===== src/rtl/alu_lockstep_pkg.sv =====
// alu_lockstep_pkg: shared types and constants for the lockstep ALU controller.
`default_nettype none
package alu_lockstep_pkg;

  typedef enum logic [1:0] {
    ST_IDLE  = 2'd0,
    ST_EXEC  = 2'd1,
    ST_CHECK = 2'd2,
    ST_RESP  = 2'd3
  } state_t;

  localparam logic [1:0] SEL_ADD = 2'b00;
  localparam logic [1:0] SEL_SUB = 2'b01;
  localparam logic [1:0] SEL_AND = 2'b10;
  localparam logic [1:0] SEL_OR  = 2'b11;

  // Enough for MAX_RETRY up to 7.
  localparam int RETRY_W = 3;

endpackage
`default_nettype wire


===== src/rtl/alu_lockstep_ctrl_compare.sv =====
// lockstep_compare: flags any disagreement between the two registered ALU results.
`default_nettype none
module lockstep_compare #(
  parameter int W = 8
) (
  input  logic [W-1:0] out1,
  input  logic [W-1:0] out2,
  input  logic         carry1,
  input  logic         carry2,
  output logic         mism
);

  assign mism = (|(out1 ^ out2)) | (carry1 ^ carry2);

endmodule
`default_nettype wire


===== src/rtl/alu_lockstep_ctrl.sv =====
// alu_lockstep_ctrl: drives two ALU copies, compares results, retries on
// disagreement and returns one checked response with fault bookkeeping.
`default_nettype none
module alu_lockstep_ctrl
  import alu_lockstep_pkg::*;
#(
  parameter int MAX_RETRY = 2,
  parameter int CNT_W     = 8
) (
  input  logic             clk,
  input  logic             rst,
  input  logic             req_valid,
  output logic             req_ready,
  input  logic [7:0]       req_a,
  input  logic [7:0]       req_b,
  input  logic [1:0]       req_sel,
  output logic             rsp_valid,
  input  logic             rsp_ready,
  output logic [7:0]       rsp_result,
  output logic             rsp_carry,
  output logic             rsp_err,
  output logic [7:0]       A0,
  output logic [7:0]       B0,
  output logic [7:0]       A1,
  output logic [7:0]       B1,
  output logic [1:0]       ALU_Sel1,
  output logic [1:0]       ALU_Sel2,
  input  logic [7:0]       ALU_Out1,
  input  logic [7:0]       ALU_Out2,
  input  logic             CarryOut1,
  input  logic             CarryOut2,
  input  logic             inj_en,
  input  logic             inj_sticky,
  input  logic [7:0]       inj_mask,
  input  logic             clr_err,
  output logic [CNT_W-1:0] fault_cnt,
  output logic             err_sticky
);

  localparam logic [RETRY_W-1:0] MAX_R   = RETRY_W'(MAX_RETRY);
  localparam logic [CNT_W-1:0]   CNT_MAX = {CNT_W{1'b1}};

  state_t               state;
  logic [7:0]           op_a;
  logic                 inj_sticky_q;
  logic [7:0]           mask_q;
  logic [RETRY_W-1:0]   retry_cnt;
  logic [7:0]           out1_q;
  logic [7:0]           out2_q;
  logic                 carry1_q;
  logic                 carry2_q;
  logic                 mism;

  lockstep_compare #(.W(8)) u_compare (
    .out1   (out1_q),
    .out2   (out2_q),
    .carry1 (carry1_q),
    .carry2 (carry2_q),
    .mism   (mism)
  );

  always_ff @(posedge clk) begin
    if (rst) begin
      state        <= ST_IDLE;
      req_ready    <= 1'b1;
      rsp_valid    <= 1'b0;
      rsp_result   <= 8'h00;
      rsp_carry    <= 1'b0;
      rsp_err      <= 1'b0;
      A0           <= 8'h00;
      B0           <= 8'h00;
      A1           <= 8'h00;
      B1           <= 8'h00;
      ALU_Sel1     <= 2'b00;
      ALU_Sel2     <= 2'b00;
      op_a         <= 8'h00;
      inj_sticky_q <= 1'b0;
      mask_q       <= 8'h00;
      retry_cnt    <= '0;
      out1_q       <= 8'h00;
      out2_q       <= 8'h00;
      carry1_q     <= 1'b0;
      carry2_q     <= 1'b0;
      fault_cnt    <= '0;
      err_sticky   <= 1'b0;
    end else begin
      // A set later in this block overrides the clear.
      if (clr_err) err_sticky <= 1'b0;

      case (state)
        ST_IDLE: begin
          if (req_valid) begin
            op_a         <= req_a;
            inj_sticky_q <= inj_sticky;
            mask_q       <= inj_mask;
            retry_cnt    <= '0;
            // Drive operands are loaded here so they are stable for the EXEC cycle.
            A0           <= req_a;
            B0           <= req_b;
            A1           <= req_a ^ ((inj_en | inj_sticky) ? inj_mask : 8'h00);
            B1           <= req_b;
            ALU_Sel1     <= req_sel;
            ALU_Sel2     <= req_sel;
            req_ready    <= 1'b0;
            state        <= ST_EXEC;
          end
        end

        ST_EXEC: begin
          out1_q   <= ALU_Out1;
          out2_q   <= ALU_Out2;
          carry1_q <= CarryOut1;
          carry2_q <= CarryOut2;
          state    <= ST_CHECK;
        end

        ST_CHECK: begin
          if (!mism) begin
            rsp_valid  <= 1'b1;
            rsp_result <= out1_q;
            rsp_carry  <= carry1_q;
            rsp_err    <= 1'b0;
            state      <= ST_RESP;
          end else begin
            if (fault_cnt != CNT_MAX) fault_cnt <= fault_cnt + CNT_W'(1);
            if (retry_cnt < MAX_R) begin
              retry_cnt <= retry_cnt + RETRY_W'(1);
              A1        <= op_a ^ (inj_sticky_q ? mask_q : 8'h00);
              state     <= ST_EXEC;
            end else begin
              rsp_valid  <= 1'b1;
              rsp_result <= out1_q;
              rsp_carry  <= carry1_q;
              rsp_err    <= 1'b1;
              err_sticky <= 1'b1;
              state      <= ST_RESP;
            end
          end
        end

        ST_RESP: begin
          if (rsp_ready) begin
            rsp_valid <= 1'b0;
            req_ready <= 1'b1;
            state     <= ST_IDLE;
          end
        end

        default: begin
          state     <= ST_IDLE;
          req_ready <= 1'b1;
          rsp_valid <= 1'b0;
        end
      endcase
    end
  end

endmodule
`default_nettype wire


===== config.mk =====
export PLATFORM = sky130hd
export DESIGN_NAME = alu_lockstep_ctrl
export DESIGN_NICKNAME = d
export VERILOG_FILES = /design/src/rtl/alu_lockstep_pkg.sv /design/src/rtl/alu_lockstep_ctrl_compare.sv /design/src/rtl/alu_lockstep_ctrl.sv
export SDC_FILE = /design/constraint.sdc
export NUM_CORES = 1
export LEC_CHECK = 0
export ABC_AREA = 1
export ABC_CLOCK_PERIOD_IN_PS = 1300
export CORE_ASPECT_RATIO = 1.2
export CORE_UTILIZATION = 53
export DETAILED_ROUTE_END_ITERATION = 8
export DONT_BUFFER_PORTS = 1
export PLACE_DENSITY_LB_ADDON = 0.1
export SLEW_MARGIN = 10
export SYNTH_ARGS = -nofsm -noshare
export SYNTH_HDL_FRONTEND = slang
export SYNTH_SLANG_ARGS = --single-unit

===== constraint.sdc =====
create_clock -name clk -period 1.3 [get_ports clk]
set_input_delay 0.195 -clock clk [delete_from_list [all_inputs] [get_ports clk]]
set_output_delay 0.195 -clock clk [all_outputs]
set_load 0.02 [all_outputs]

* After elaboration in Yosys (flattened, before gate mapping) *
Index checks and enable logic that the tools add are counted.

word-level totals
  output and inout port bits = 57
  bits in read-only memories = 0
  register bits = 79
  word-level logic and storage cells = 81
  bits in latches = 0
  memories = 0
  input port bits = 51
  memory bits (writable) = 0

cells by class
  magnitude comparators = 1
  $add $sub $neg = 2
  bitwise logic cells = 6
  muxes and demuxes = 31
  $mul = 0
  reductions and logical operators = 12
  equality and inequality tests = 10
  div/mod/pow operators = 0
  shift operators = 0

operators by type and width
  kind                   number
  $mux W8                7
  $xor A8 B8 Y8          3
  $pmux W8 S2            1
  $mux W1                12
  $ne A2 B2 Y1 const B   5
  $mux W3                3
  $reduce_and A3 Y1      3
  $add A8 B1 Y8 const B  1
  $mux W2                4
  $ne A8 B8 Y1 const B   1
  $pmux W2 S4            1
  $reduce_or A8 Y1       1
  $pmux W3 S2            1
  $reduce_and A2 Y1      3
  $reduce_bool A2 Y1     3
  $eq A2 B2 Y1 const B   2
  $pmux W1 S2            2
  $reduce_and A4 Y1      1
  $add A3 B1 Y3 const B  1
  $lt A3 B2 Y1 const B   1
  $ne A3 B3 Y1 const B   1
  $eq A2 B1 Y1 const B   1
  $logic_not A2 Y1       1
  $or A1 B1 Y1           2
  $xor A1 B1 Y1          1

* Depth between registers and ports, before layout *
  word-level depth = 5
  gate-level depth with buffers = 12
  gate-level depth less buffers = 12

* Hierarchy *
From an unflattened synthesis, not the netlist that was laid out.

second synthesis, totals
  cells, all modules = 506
  area, all modules = 3553.4 µm²

by module, submodules not included
  module             seq. area each (µm²)  area an instance (µm²)  instances  cells an instance
  alu_lockstep_ctrl  1581.5                3404.5                  1          477
  lockstep_compare   0.0                   148.9                   1          29

* Worst setup path after synthesis *
No wires, ideal clock.

  path type = reg2reg
  from = register fault_cnt[0]
  to = register fault_cnt[0]
  setup time = 0.071 ns
  slack = -0.259 ns
  clock period less this slack = 1.559 ns
  arrival time = 1.488 ns
  path buffers = 0
  data required time = 1.229 ns
  stages on the path, launching flop included = 8
  cells stage by stage = dfxtp_1 ha_1 nand3_1 nor2_1 nand3_2 nand3_2 nand2_1 a21oi_1

between the ends
  word-level cells in the longest chain between the ends = 2
  elaborated cells on any way between the ends = 3
  classes of those cells = add/sub: 1; eq/ne: 1; reduce/logical: 1

ends and longest elaborated chain
  what                                                   line                      source
  from (decl)                                            alu_lockstep_ctrl.sv:36   output logic [CNT_W-1:0] fault_cnt,
  from (signal assigned)                                 alu_lockstep_ctrl.sv:125  if (fault_cnt != CNT_MAX) fault_cnt <= fault_cnt + CNT_W'(1);
  branches (longest 2 deep; another with $add A8 B1 Y8)  --

Parallel ways; which one is timed is not known.
A chain may end at the register's enable or synchronous reset.

* Worst setup path in the final report *
  from = register out1_q[7]
  to = register A1[7]

between the ends
  word-level cells in the longest chain between the ends = 5

ends and longest elaborated chain
  what                         line                             source
  from (decl)                  alu_lockstep_ctrl.sv:48          logic [7:0] out1_q;
  from (signal assigned)       alu_lockstep_ctrl.sv:110         out1_q <= ALU_Out1;
  $xor A8 B8 Y8                alu_lockstep_ctrl_compare.sv:13  assign mism = (|(out1 ^ out2)) | (carry1 ^ carry2);
  $reduce_or A8 Y1             alu_lockstep_ctrl_compare.sv:13
  $or A1 B1 Y1                 alu_lockstep_ctrl_compare.sv:13
  $ne A2 B2 Y1 (no line)       --
  $reduce_and A4 Y1 (no line)  --
  to (signal assigned)         alu_lockstep_ctrl.sv:100         A1 <= req_a ^ ((inj_en | inj_sticky) ? inj_mask : 8'h00);
  to (signal assigned)         alu_lockstep_ctrl.sv:128         A1 <= op_a ^ (inj_sticky_q ? mask_q : 8'h00);
  to (decl)                    alu_lockstep_ctrl.sv:24          output logic [7:0] A1,

Every way passes these cells.

==> impl_metrics.py <==
metrics = {
    "status": {
        "status": "finished with violations",
        "violations": "negative setup slack",
    },
    "cells_and_area": {
        "drive_gt1_share_pct": 22.0,
        "fillers": 538,
        "antenna_cells": 0,
        "nets": 621,
        "area_growth_pct": 31.3,
    },
    "place": {
        "dpl.hpwl_mm": 5.75,
        "dp_slack_ns": -0.185,
        "io_buffers": 0,
        "globalplace.congestion": 0.812,
    },
    "worst_setup_path": {
        "crit_path_max_fanout": 10,
        "required_ns": 1.54,
        "slowest_stage": "dfxtp_2",
        "crit_path_start": "out1_q[7]",
        "max_stage_delay_ns": 0.35,
        "worstSetupStartpointType": "flip-flop",
        "path_class": "reg2reg",
        "r2r_start": "out1_q[7]",
        "worstSetupEndpointType": "flip-flop",
        "crit_chain": "inv_2 > nand2_2 > nand2_1 > nor2_1 > nand2_1 > nor2_4 > nand3_4 > buf_12 > nand3_4 > nand2_1 > nand2_1 > nor2_1",
        "crit_top_cell": "nand2_1",
        "worst_ep_arrival_time_ns": 1.73,
    },
    "detailed_routing": {
        "drc": 0,
        "first_pass_iters": 4,
        "drt_iter0_drc": 154,
        "wire_per_inst_um": 13.5,
        "vias_per_cell": 5.26,
        "route.vias.total": 3458,
        "antenna_left": 0,
        "routed_wl_mm": 8.90,
    },
    "clocking": {
        "insertion_delay_ns": 0.35,
        "root_buffer": "clkbuf_8",
        "cts_tree": "done",
        "clk_pin_slew_ns": 0.08,
        "clock_sinks": 79,
        "cts_buffer_depth": 2,
        "h-tree-depth": 3,
        "cts_made_buffers": 9,
    },
    "run": {
        "drv_cap": 0,
    },
    "grt": {
        "grt_max_degree": 41,
        "first_global_vias": 3284,
        "grt.total_usage_pct": 25.7,
        "overflow": 0,
        "antenna_found_initial": 0,
        "grt_pass1_wl_mm": 14.5,
    },
    "power_and_ir_drop": {
        "ir_worst_vdd_mv": 1.04,
        "power.density_mw_per_mm2": 1260,
        "power_mw": 5.94,
        "cellLeakagePower_nw": 2.09,
    },
    "die": {
        "fp.dieArea_mm2": 0.00714,
        "num_rows": 32,
        "die_height_um": 92.3,
        "io_pins": 108,
        "core_mm2": 0.00649,
        "die_x_um": 77.3,
        "start_util_pct": 55.6,
    },
    "timing": {
        "layout_setup_ws_ns": -0.186,
        "worstMarginPinSlew_ns": 0.565,
        "fin_skew_ns": 0.0144,
        "max-slew-margin-rel_pct": 62.2,
        "hold_viol_final": 0,
        "grt_setup_unrepaired": "yes",
        "slew_viol_final": 0,
        "max_clock_freq_mhz": 673,
        "fin_crit_sh_pct": 114,
        "min_period_ns": 1.49,
        "tns_ns": -4.00,
        "setup_viol": 32,
        "whs_ns": 0.00761,
    },
    "hold_path": {
        "hold_path.class": "in2reg",
        "hp-start": "req_a[6]",
    },
    "logic_synthesis": {
        "synth_seq_cells": 79,
        "ys_seq_area_share_pct": 43.9,
        "ys.warnings.count": 0,
        "syn-instance-count": 490,
        "syn-mean-instance-area_um2": 7.36,
        "synth_cell_type_count": 31,
        "synth_fp_nets": 543,
        "syn_area_mm2": 0.00360,
    },
}
==> placed cells by master (no fill, tap or decap), types with 2 or more instances in the layout <==
master	count
a21oi_1	33
a21oi_2	4
buf_12	3
buf_4	58
buf_6	5
clkbuf_8	10
dfxtp_1	72
dfxtp_2	5
dfxtp_4	2
dlygate4sd3_1	34
inv_1	26
inv_2	3
nand2_1	54
nand2_2	5
nand2_4	3
nand3_1	17
nand3_4	4
nand4_1	15
nor2_1	112
nor2_2	6
nor2_4	5
o21ai_0	52
o21ai_1	7
o21ai_2	4
xnor2_1	9
xor2_1	7
==> area by class of cell <==
cell class	instances	area, um2	share of cell area, %
clock buffers	12	166	3.52
repair buffers	100	892	18.9
inverters	32	128	2.70
well taps	85	106	2.25
flip-flops and latches	79	1600	33.7
clock inverters	4	51.3	1.08
multi-input cells	346	1790	37.9
==> per-layer routing <==
| layer | global-route usage (%) | part of all wire [%] | up-vias |
|---|---|---|---|
| met2 | 42.6 | 49 | 111 |
| met5 | 0 | 0 | - |
| met3 | 5.81 | 5.3 | 22 |
| met4 | 14.0 | 3.0 | 0 |
| li1 | - | - | 1742 |
| met1 | 30.7 | 43 | 1583 |
==> state kept, by name, summed over array words and instances, names as in the netlist <==
signal,count
A1,8
B1,8
fault_cnt,8
mask_q,8
op_a,8
out1_q,8
out2_q,8
rsp_result,8
retry_cnt,3
ALU_Sel2,2
state,2
carry1_q,1
carry2_q,1
err_sticky,1
inj_sticky_q,1
req_ready,1
rsp_carry,1
rsp_err,1
rsp_valid,1
==> power breakdown <==
part           internal [mW]  switching, mW
registers               2.61          0.172
clock network           1.06          0.912
logic                  0.504          0.691
==> critical path: cells and delay by family (launching register included) <==
| family | cells | cell delay (ns) |
|---|---|---|
| buffers and inverters | 2 | 0.20 |
| DFF | 1 | 0.35 |
| and+or+nand+nor | 10 | 0.82 |
==> synth_stat cells <==
cell / count / share of area (%)
a21oi_1: 35 / 4.9
a21oi_2: 2 / 0.49
a31oi_1: 1 / 0.17
buf_2: 8 / 1.1
buf_4: 12 / 2.5
buf_6: 3 / 0.94
clkbuf_1: 10 / 1.0
dfxtp_1: 79 / 44
ha_1: 2 / 0.69
inv_1: 29 / 3.0
inv_2: 3 / 0.31
mux2i_1: 1 / 0.28
nand2_1: 58 / 6.0
nand2_2: 2 / 0.35
nand2_4: 2 / 0.62
nand3_1: 18 / 2.5
nand3_2: 3 / 0.83
nand3_4: 1 / 0.49
nand3b_1: 1 / 0.21
nand4_1: 15 / 2.6
nor2_1: 118 / 12
nor2_2: 2 / 0.35
nor2_4: 3 / 0.94
o211ai_1: 1 / 0.21
o21ai_0: 54 / 7.5
o21ai_1: 6 / 0.83
o21ai_2: 3 / 0.73
or2_0: 1 / 0.17
or3_1: 1 / 0.17
xnor2_1: 9 / 2.2
xor2_1: 7 / 1.7
==> worst paths after layout <==
path                                       to  cells past startpoint  slack, ns
worst max-delay path                    A1[7]                     12      -0.19
worst min-delay path                  op_a[6]                      2      0.008
worst min register to register  rsp_result[7]                      2       0.50
worst max register to register          A1[7]                     12      -0.19
==> kinds of logic after synthesis <==
kind of cell,synth area share [%]
compound gates,14.8
xor+xnor,3.89
fa+ha+maj,0.694
buf+inv,8.92
flops,43.9
mux,0.278
simple gates,27.6
==> repair_timing <==
item                                   4_1_cts  5_1_grt
setup endpoints to repair                   32       50
gates resized for setup                      9       20
buffers inserted                             1        2
pin swaps                                    7        6
endpoints found under the hold margin       45        0
hold buffers                                34        0
==> per-stage QoR <==
stage / instance area [um2] / util, % / instances
final: 4730 / 73.0 / 658
after CTS: 4670 / 71.9 / 656
after floorplan: 3660 / - / 490
after global placement: 4070 / 62.8 / 605
after global routing: 4730 / 73.0 / 658
after detailed placement: 4070 / 62.8 / 605
(Power assumes the default switching activity.)
